## config.mk

```make
export PLATFORM = sky130hd
export DESIGN_NAME = dsram_like_bridge_flat
export DESIGN_NICKNAME = d
export VERILOG_FILES = /design/src/rtl/dsram_like_bridge_pkg.sv /design/src/rtl/dsram_like_bridge_if.sv /design/src/rtl/dsram_like_bridge.sv /design/src/flat_wrapper.sv
export SDC_FILE = /design/constraint.sdc
export NUM_CORES = 1
export LEC_CHECK = 0
export ABC_AREA = 1
export CAP_MARGIN = 0
export CORE_ASPECT_RATIO = 1.75
export CORE_MARGIN = 1
export CORE_UTILIZATION = 38
export CTS_BUF_LIST = sky130_fd_sc_hd__clkbuf_4 sky130_fd_sc_hd__clkbuf_8 sky130_fd_sc_hd__clkbuf_16
export DETAILED_ROUTE_END_ITERATION = 8
export PLACE_DENSITY = 0.9
export SLEW_MARGIN = 20
export SYNTH_ARGS = -nofsm -noshare
export SYNTH_HDL_FRONTEND = slang
export SYNTH_SLANG_ARGS = --single-unit
export TNS_END_PERCENT = 10
```

## constraint.sdc

```tcl
create_clock -name clk -period 2.1 [get_ports clk]
set_input_delay 0.42 -clock clk [delete_from_list [all_inputs] [get_ports clk]]
set_output_delay 0.42 -clock clk [all_outputs]
set_load 0.05 [all_outputs]
```

## src/rtl/dsram_like_bridge_pkg.sv

```systemverilog
// Shared definitions for the SRAM-like bus bridges (data side and instruction side).
//
// Contents:
//   bridge_state_e : four-phase transaction FSM (idle, address, data, done)
//   SZ_BYTE/HALF/WORD : encodings of the 2-bit access size field
//   is_write()     : a request is a store when any byte-write lane is enabled
package dsram_like_bridge_pkg;

  typedef enum logic [1:0] {
    StIdle = 2'd0,
    StAddr = 2'd1,
    StData = 2'd2,
    StDone = 2'd3
  } bridge_state_e;

  localparam logic [1:0] SZ_BYTE = 2'd0;
  localparam logic [1:0] SZ_HALF = 2'd1;
  localparam logic [1:0] SZ_WORD = 2'd2;

  function automatic logic is_write(input logic [3:0] wen);
    return |wen;
  endfunction

endpackage

```

## src/rtl/dsram_like_bridge_if.sv

```systemverilog
// SRAM-like data bus between the bridge (master) and the memory system (slave).
//
// Signals:
//   data_req      master->slave  request valid, held until data_addr_ok
//   data_wr       master->slave  1 = write
//   data_size     master->slave  0 byte, 1 half, 2 word
//   data_addr     master->slave  physical address
//   data_wdata    master->slave  store data, lane-aligned
//   data_uncached master->slave  uncached attribute
//   data_addr_ok  slave->master  address accepted
//   data_data_ok  slave->master  read data valid / write done
//   data_rdata    slave->master  read data
interface dsram_like_bridge_if;

  logic        data_req;
  logic        data_wr;
  logic [1:0]  data_size;
  logic [31:0] data_addr;
  logic [31:0] data_wdata;
  logic        data_uncached;
  logic        data_addr_ok;
  logic        data_data_ok;
  logic [31:0] data_rdata;

  modport master (
    output data_req,
    output data_wr,
    output data_size,
    output data_addr,
    output data_wdata,
    output data_uncached,
    input  data_addr_ok,
    input  data_data_ok,
    input  data_rdata
  );

  modport slave (
    input  data_req,
    input  data_wr,
    input  data_size,
    input  data_addr,
    input  data_wdata,
    input  data_uncached,
    output data_addr_ok,
    output data_data_ok,
    output data_rdata
  );

endinterface

```

## src/rtl/dsram_like_bridge.sv

```systemverilog
// Data-side bridge: turns the memory stage's single-cycle request into exactly one
// SRAM-like bus transaction, stalls the pipeline until it completes, and holds the
// load result while the pipeline is frozen by other sources.
//
// Parameters:
//   STALL_ON_WRITE : 1 = writes stall until data_ok, 0 = writes release after addr_ok
// Ports:
//   clk, rst            clock, synchronous active-high reset
//   cpu_data_en         memory-stage access valid
//   cpu_data_wen        byte write mask (all-zero = read)
//   cpu_data_size       access size
//   cpu_data_paddr      physical address from the MMU
//   cpu_data_wdata      store data
//   cpu_data_no_cache   uncached attribute from the MMU
//   cpu_longest_stall   pipeline frozen by any source
//   cpu_data_rdata      load result (held buffer)
//   cpu_data_stall      bridge stall request
//   bus                 SRAM-like bus, master side
module dsram_like_bridge
  import dsram_like_bridge_pkg::*;
#(
  parameter bit STALL_ON_WRITE = 1'b1
) (
  input  logic                       clk,
  input  logic                       rst,
  input  logic                       cpu_data_en,
  input  logic [3:0]                 cpu_data_wen,
  input  logic [1:0]                 cpu_data_size,
  input  logic [31:0]                cpu_data_paddr,
  input  logic [31:0]                cpu_data_wdata,
  input  logic                       cpu_data_no_cache,
  input  logic                       cpu_longest_stall,
  output logic [31:0]                cpu_data_rdata,
  output logic                       cpu_data_stall,
  dsram_like_bridge_if.master        bus
);

  bridge_state_e state;
  logic [31:0]   rdata_buf;

  // Single registered FSM: bus outputs are loaded on IDLE exit and stay stable
  // until the address handshake, so the slave never sees them change mid-request.
  always_ff @(posedge clk) begin
    if (rst) begin
      state             <= StIdle;
      bus.data_req      <= 1'b0;
      bus.data_wr       <= 1'b0;
      bus.data_size     <= 2'd0;
      bus.data_addr     <= 32'd0;
      bus.data_wdata    <= 32'd0;
      bus.data_uncached <= 1'b0;
      rdata_buf         <= 32'd0;
    end else begin
      case (state)
        StIdle: begin
          // A stray data_ok here belongs to no transaction of ours; ignore it.
          if (cpu_data_en) begin
            state             <= StAddr;
            bus.data_req      <= 1'b1;
            bus.data_wr       <= is_write(cpu_data_wen);
            bus.data_size     <= cpu_data_size;
            bus.data_addr     <= cpu_data_paddr;
            bus.data_wdata    <= cpu_data_wdata;
            bus.data_uncached <= cpu_data_no_cache;
          end
        end
        StAddr: begin
          if (bus.data_addr_ok) begin
            bus.data_req <= 1'b0;
            if (bus.data_data_ok) begin
              state <= StDone;
              if (!bus.data_wr) rdata_buf <= bus.data_rdata;
            end else if (!STALL_ON_WRITE && bus.data_wr) begin
              // Posted write: the later data_ok arrives while IDLE/DONE and is dropped.
              state <= StDone;
            end else begin
              state <= StData;
            end
          end
        end
        StData: begin
          if (bus.data_data_ok) begin
            state <= StDone;
            if (!bus.data_wr) rdata_buf <= bus.data_rdata;
          end
        end
        StDone: begin
          // Hold here while the pipeline is frozen so the still-valid cpu_data_en
          // is not mistaken for a new request.
          if (!cpu_longest_stall) state <= StIdle;
        end
        default: state <= StIdle;
      endcase
    end
  end

  assign cpu_data_rdata = rdata_buf;
  assign cpu_data_stall = cpu_data_en & (state != StDone);

endmodule
```

## src/flat_wrapper.sv

```systemverilog
// flat-port wrapper written by rule: the top's interface ports become plain ports
module dsram_like_bridge_flat import dsram_like_bridge_pkg::*;
#(
  parameter bit STALL_ON_WRITE = 1'b1
)
  (clk, rst, cpu_data_en, cpu_data_wen, cpu_data_size, cpu_data_paddr, cpu_data_wdata, cpu_data_no_cache, cpu_longest_stall, cpu_data_rdata, cpu_data_stall, bus_data_req, bus_data_wr, bus_data_size, bus_data_addr, bus_data_wdata, bus_data_uncached, bus_data_addr_ok, bus_data_data_ok, bus_data_rdata);
  dsram_like_bridge_if bus_i ();
  input  logic clk;
  input  logic rst;
  input  logic cpu_data_en;
  input  logic [3:0] cpu_data_wen;
  input  logic [1:0] cpu_data_size;
  input  logic [31:0] cpu_data_paddr;
  input  logic [31:0] cpu_data_wdata;
  input  logic cpu_data_no_cache;
  input  logic cpu_longest_stall;
  output logic [31:0] cpu_data_rdata;
  output logic cpu_data_stall;
  output wire logic [$bits(bus_i.data_req)-1:0] bus_data_req;
  output wire logic [$bits(bus_i.data_wr)-1:0] bus_data_wr;
  output wire logic [$bits(bus_i.data_size)-1:0] bus_data_size;
  output wire logic [$bits(bus_i.data_addr)-1:0] bus_data_addr;
  output wire logic [$bits(bus_i.data_wdata)-1:0] bus_data_wdata;
  output wire logic [$bits(bus_i.data_uncached)-1:0] bus_data_uncached;
  input wire logic [$bits(bus_i.data_addr_ok)-1:0] bus_data_addr_ok;
  input wire logic [$bits(bus_i.data_data_ok)-1:0] bus_data_data_ok;
  input wire logic [$bits(bus_i.data_rdata)-1:0] bus_data_rdata;
  assign bus_data_req = bus_i.data_req;
  assign bus_data_wr = bus_i.data_wr;
  assign bus_data_size = bus_i.data_size;
  assign bus_data_addr = bus_i.data_addr;
  assign bus_data_wdata = bus_i.data_wdata;
  assign bus_data_uncached = bus_i.data_uncached;
  assign bus_i.data_addr_ok = bus_data_addr_ok;
  assign bus_i.data_data_ok = bus_data_data_ok;
  assign bus_i.data_rdata = bus_data_rdata;
  dsram_like_bridge #(.STALL_ON_WRITE(STALL_ON_WRITE)) u_core (.clk(clk), .rst(rst), .cpu_data_en(cpu_data_en), .cpu_data_wen(cpu_data_wen), .cpu_data_size(cpu_data_size), .cpu_data_paddr(cpu_data_paddr), .cpu_data_wdata(cpu_data_wdata), .cpu_data_no_cache(cpu_data_no_cache), .cpu_longest_stall(cpu_longest_stall), .cpu_data_rdata(cpu_data_rdata), .cpu_data_stall(cpu_data_stall), .bus(bus_i));
endmodule
```

==> flow_summary_export.csv <==
group,metric,value,unit
status,status,"complete, no violations",
finish,nets,787,
worst_setup_path,worst-path-buf-inv,1,
floorplanning,io_pins,211,
worst_setup_path,critPathCaptureType,"output pin",
placement,dp_hpwl,8112,um
worst_setup_path,cp-start-kind,"flop",
clock_tree,clockBufferDepth,2,
synth,synth_top_cell_area_share,0.5481,
worst_setup_path,crit_fanout,3,
floorplanning,coreArea,0.009527,mm2
timing,hold_viol_final,0,
pwr,p_int,4993,uW
floorplanning,design.die.area,0.01032,mm2
floorplanning,chipWidth,77.22,um
worst_setup_path,worstPathRequired,1680,ps
synth,synth_area,0.003762,mm2
route,drtIter0Drc,109,
synth,ys.warnings.count,0,
synth,ys_seq_area_frac,0.5481,
timing,period_minus_slack,1963,ps
global_route,grt_max_degree,69,
timing,rsz0062_at_grt,"no",
clock_tree,hold_buffers,0,
clock_tree,cts.sinks,103,
finish,fin_util,0.6509,
worst_setup_path,r2r_slack,210,ps
worst_setup_path,reg2reg_to,"u_core.cpu_data_rdata[1]",
clock_tree,cts-buffers-inserted,9,
synth,synth.net_count,589,
pwr,power,9198,uW
route,first_pass_iters,4,
worst_setup_path,r2r_cells,10,
placement,routabilityCongestion,0.8197,
route,viasPerCell,4.769,
worst_setup_path,crit_family,"buffers and inverters",
floorplanning,rows,47,
finish,fill_cells,826,
worst_setup_path,crit_type,"flop to output pin",
finish,syn2layout_area_growth,64.82,%
timing,setup_violations,0,
route,vias,3815,
worst_hold_path,hp-class,"flop to flop",
finish,antenna_cells,0,
worst_setup_path,slowest_delay,830,ps
pwr,swShare,0.4571,
worst_setup_path,worst-path-stages,1,
synth,syn_inst,475,
synth,synth.distinct_cells,24,
timing,max_freq,0.5093,GHz
floorplanning,initial_core_util,0.3949,
pwr,leakagePower,0.002415,uW
worst_setup_path,cp_slowest_cell,"clkdlybuf4s50_1",
worst_setup_path,crit_path_end,"bus_data_wr",
route,drc,0,
global_route,grtUsageTotal,0.2161,
placement,port_buffers,210,
pwr,switching_power,4205,uW
flow_run,drv_cap,0,
finish,drive_gt1_frac,0.06195,
clock_tree,clock_latency,330,ps
global_route,grt_antenna_before_repair,0,
pwr,power_density,1483,mW/mm2
global_route,grt_overflow,0,
pwr,p_comb_frac,0.522,
synth,ys_top_cells_by_area,"dfxtp_1 (55%), nor2_1 (19%), o21ai_0 (13%), buf_6 (2.4%), ha_1 (1.7%)",
timing,setup_ws,136.6,ps
timing,worst_slew_pin_slew,554.4,ps
worst_setup_path,rr_startpoint,"u_core.state[0]",
worst_hold_path,hold_path_depth,2,
timing,drv_slew,0,
timing,relSlewSlack,0.6292,
pwr,seq_power_share,0.309,
synth,synth.largest_area_cell,"dfxtp_1",
clock_tree,cts_root_buf,"clkbuf_16",
route,postRouteAntennaNets,0,
timing,tns,0,ps
route,wire_per_inst,13.85,um
floorplanning,die_y,133.6,um
clock_tree,cts_resized,0,
global_route,grt_pass1_vias,3765,
synth,avgSynthCellArea,7.921,um2
finish,final_common_cell,"clkdlybuf4s50_1",
clock_tree,cts.clk_slew.worst_paths,60,ps
timing,finalCritPeriodShare,0.9349,
worst_setup_path,cp_cell_sequence,"clkdlybuf4s50_1",
clock_tree,cts-htree-levels,3,
clock_tree,cts_setup_buffers,0,
global_route,grt_pass1_wl,17750,um
pwr,p_clk_frac,0.170,
worst_setup_path,cp.arrival,1540,ps
placement,pre_cts_ws,193.9,ps
synth,ys_seq_elements,103,
route,drt-total-wl,11080,um
timing,fin_worst_skew,6.761,ps
worst_setup_path,crit_path_start,"u_core.bus.data_wr",
pwr,peakVddDrop,0.0008231,V
clock_tree,cts_tree,"done",
finish,final_cell_mix,"clkdlybuf4s50_1 (209), nor2_1 (194), dfxtp_1 (103)",
-- registers in the layout, summed over array words and instances, names as in the netlist --
register                  cells
u_core.bus.data_uncached      1
u_core.bus.data_req           1
u_core.cpu_data_rdata        32
u_core.bus.data_wr            1
u_core.bus.data_size          2
u_core.bus.data_wdata        32
u_core.state                  2
u_core.bus.data_addr         32
-- worst min-delay path by stage --
stage                                    startpoint                         to  slack (ps)
final                     u_core.cpu_data_rdata[12]  u_core.cpu_data_rdata[12]         480
after global routing      u_core.bus.data_wdata[29]  u_core.bus.data_wdata[29]         500
after CTS                 u_core.cpu_data_rdata[12]  u_core.cpu_data_rdata[12]         490
after detailed placement  u_core.cpu_data_rdata[12]  u_core.cpu_data_rdata[12]         470
after global placement    u_core.cpu_data_rdata[12]  u_core.cpu_data_rdata[12]         460
after floorplan                                 rst            u_core.state[0]         490
-- Yosys cell counts --
cell and instances:
dfxtp_1 103, a31oi_1 1, clkinv_2 1, nand3_1 2, clkbuf_1 16, o21ai_0 98, or2_2 1, buf_2 4
buf_6 8, inv_2 1, nor2_2 10, buf_1 1, ha_1 5, buf_4 1, inv_1 8, a21oi_1 2
nand3_2 1, buf_8 1, nor2_1 194, nand2_2 2, nor3_1 2, nand2_1 8, nand4_1 1, o21ai_1 4
-- metrics by stage --
step           hold slack, ps  instances  area (um2)
6_report                480.7        800        6201
5_1_grt                 496.7        800        6201
4_1_cts                 486.8        800        6201
3_5_place_dp            471.1        784        5916
3_3_place_gp            461.1        784        5916
2_1_floorplan           489.1        475        3762
-- logic make-up (layout without fill, tap and decap cells) --
| logic type | Yosys count | after routing | share of synthesized area |
|---|---|---|---|
| and+or+nand+nor | 221 | 221 | 0.2328 |
| buffers and inverters | 41 | 244 | 0.06252 |
| AOI/OAI and AO/OA | 105 | 105 | 0.1400 |
| DFF | 103 | 103 | 0.5481 |
| adders and majority gates | 5 | 5 | 0.01663 |
-- metal layers --
layer / vias up / global-route usage / routed length (um)
met3: 23 / 0.05890 / 774
met2: 160 / 0.4007 / 5971
met4: 0 / 0.09539 / 268
met5: - / 0 / 0
li1: 1908 / - / -
met1: 1724 / 0.2214 / 4066
-- power groups by stage --
stage          Combinational (uW)  Sequential [uW]  Clock, uW
6_report                     4800             2840       1560
5_1_grt                      5100             2910       1700
4_1_cts                      4830             2840       1620
3_5_place_dp                 4800             2880          0
3_3_place_gp                 4680             2850          0
2_1_floorplan                1390             4740          0
-- layout make-up --
class	count	area [um2]	area share
Clock inverter	4	31.28	0.005044
Multi-Input combinational cell	331	1465	0.2363
Timing Repair Buffer	218	2197	0.3543
Sequential cell	103	2062	0.3325
Tap cell	122	152.6	0.02462
Inverter	10	38.79	0.006255
Clock buffer	12	254.0	0.04096
-- worst min-delay path, cell delays in order (launching register included) --
cell     delay (ps)
dfxtp_1         330
nor2_1           50
nor2_1           80
(Power assumes the default switching activity.)
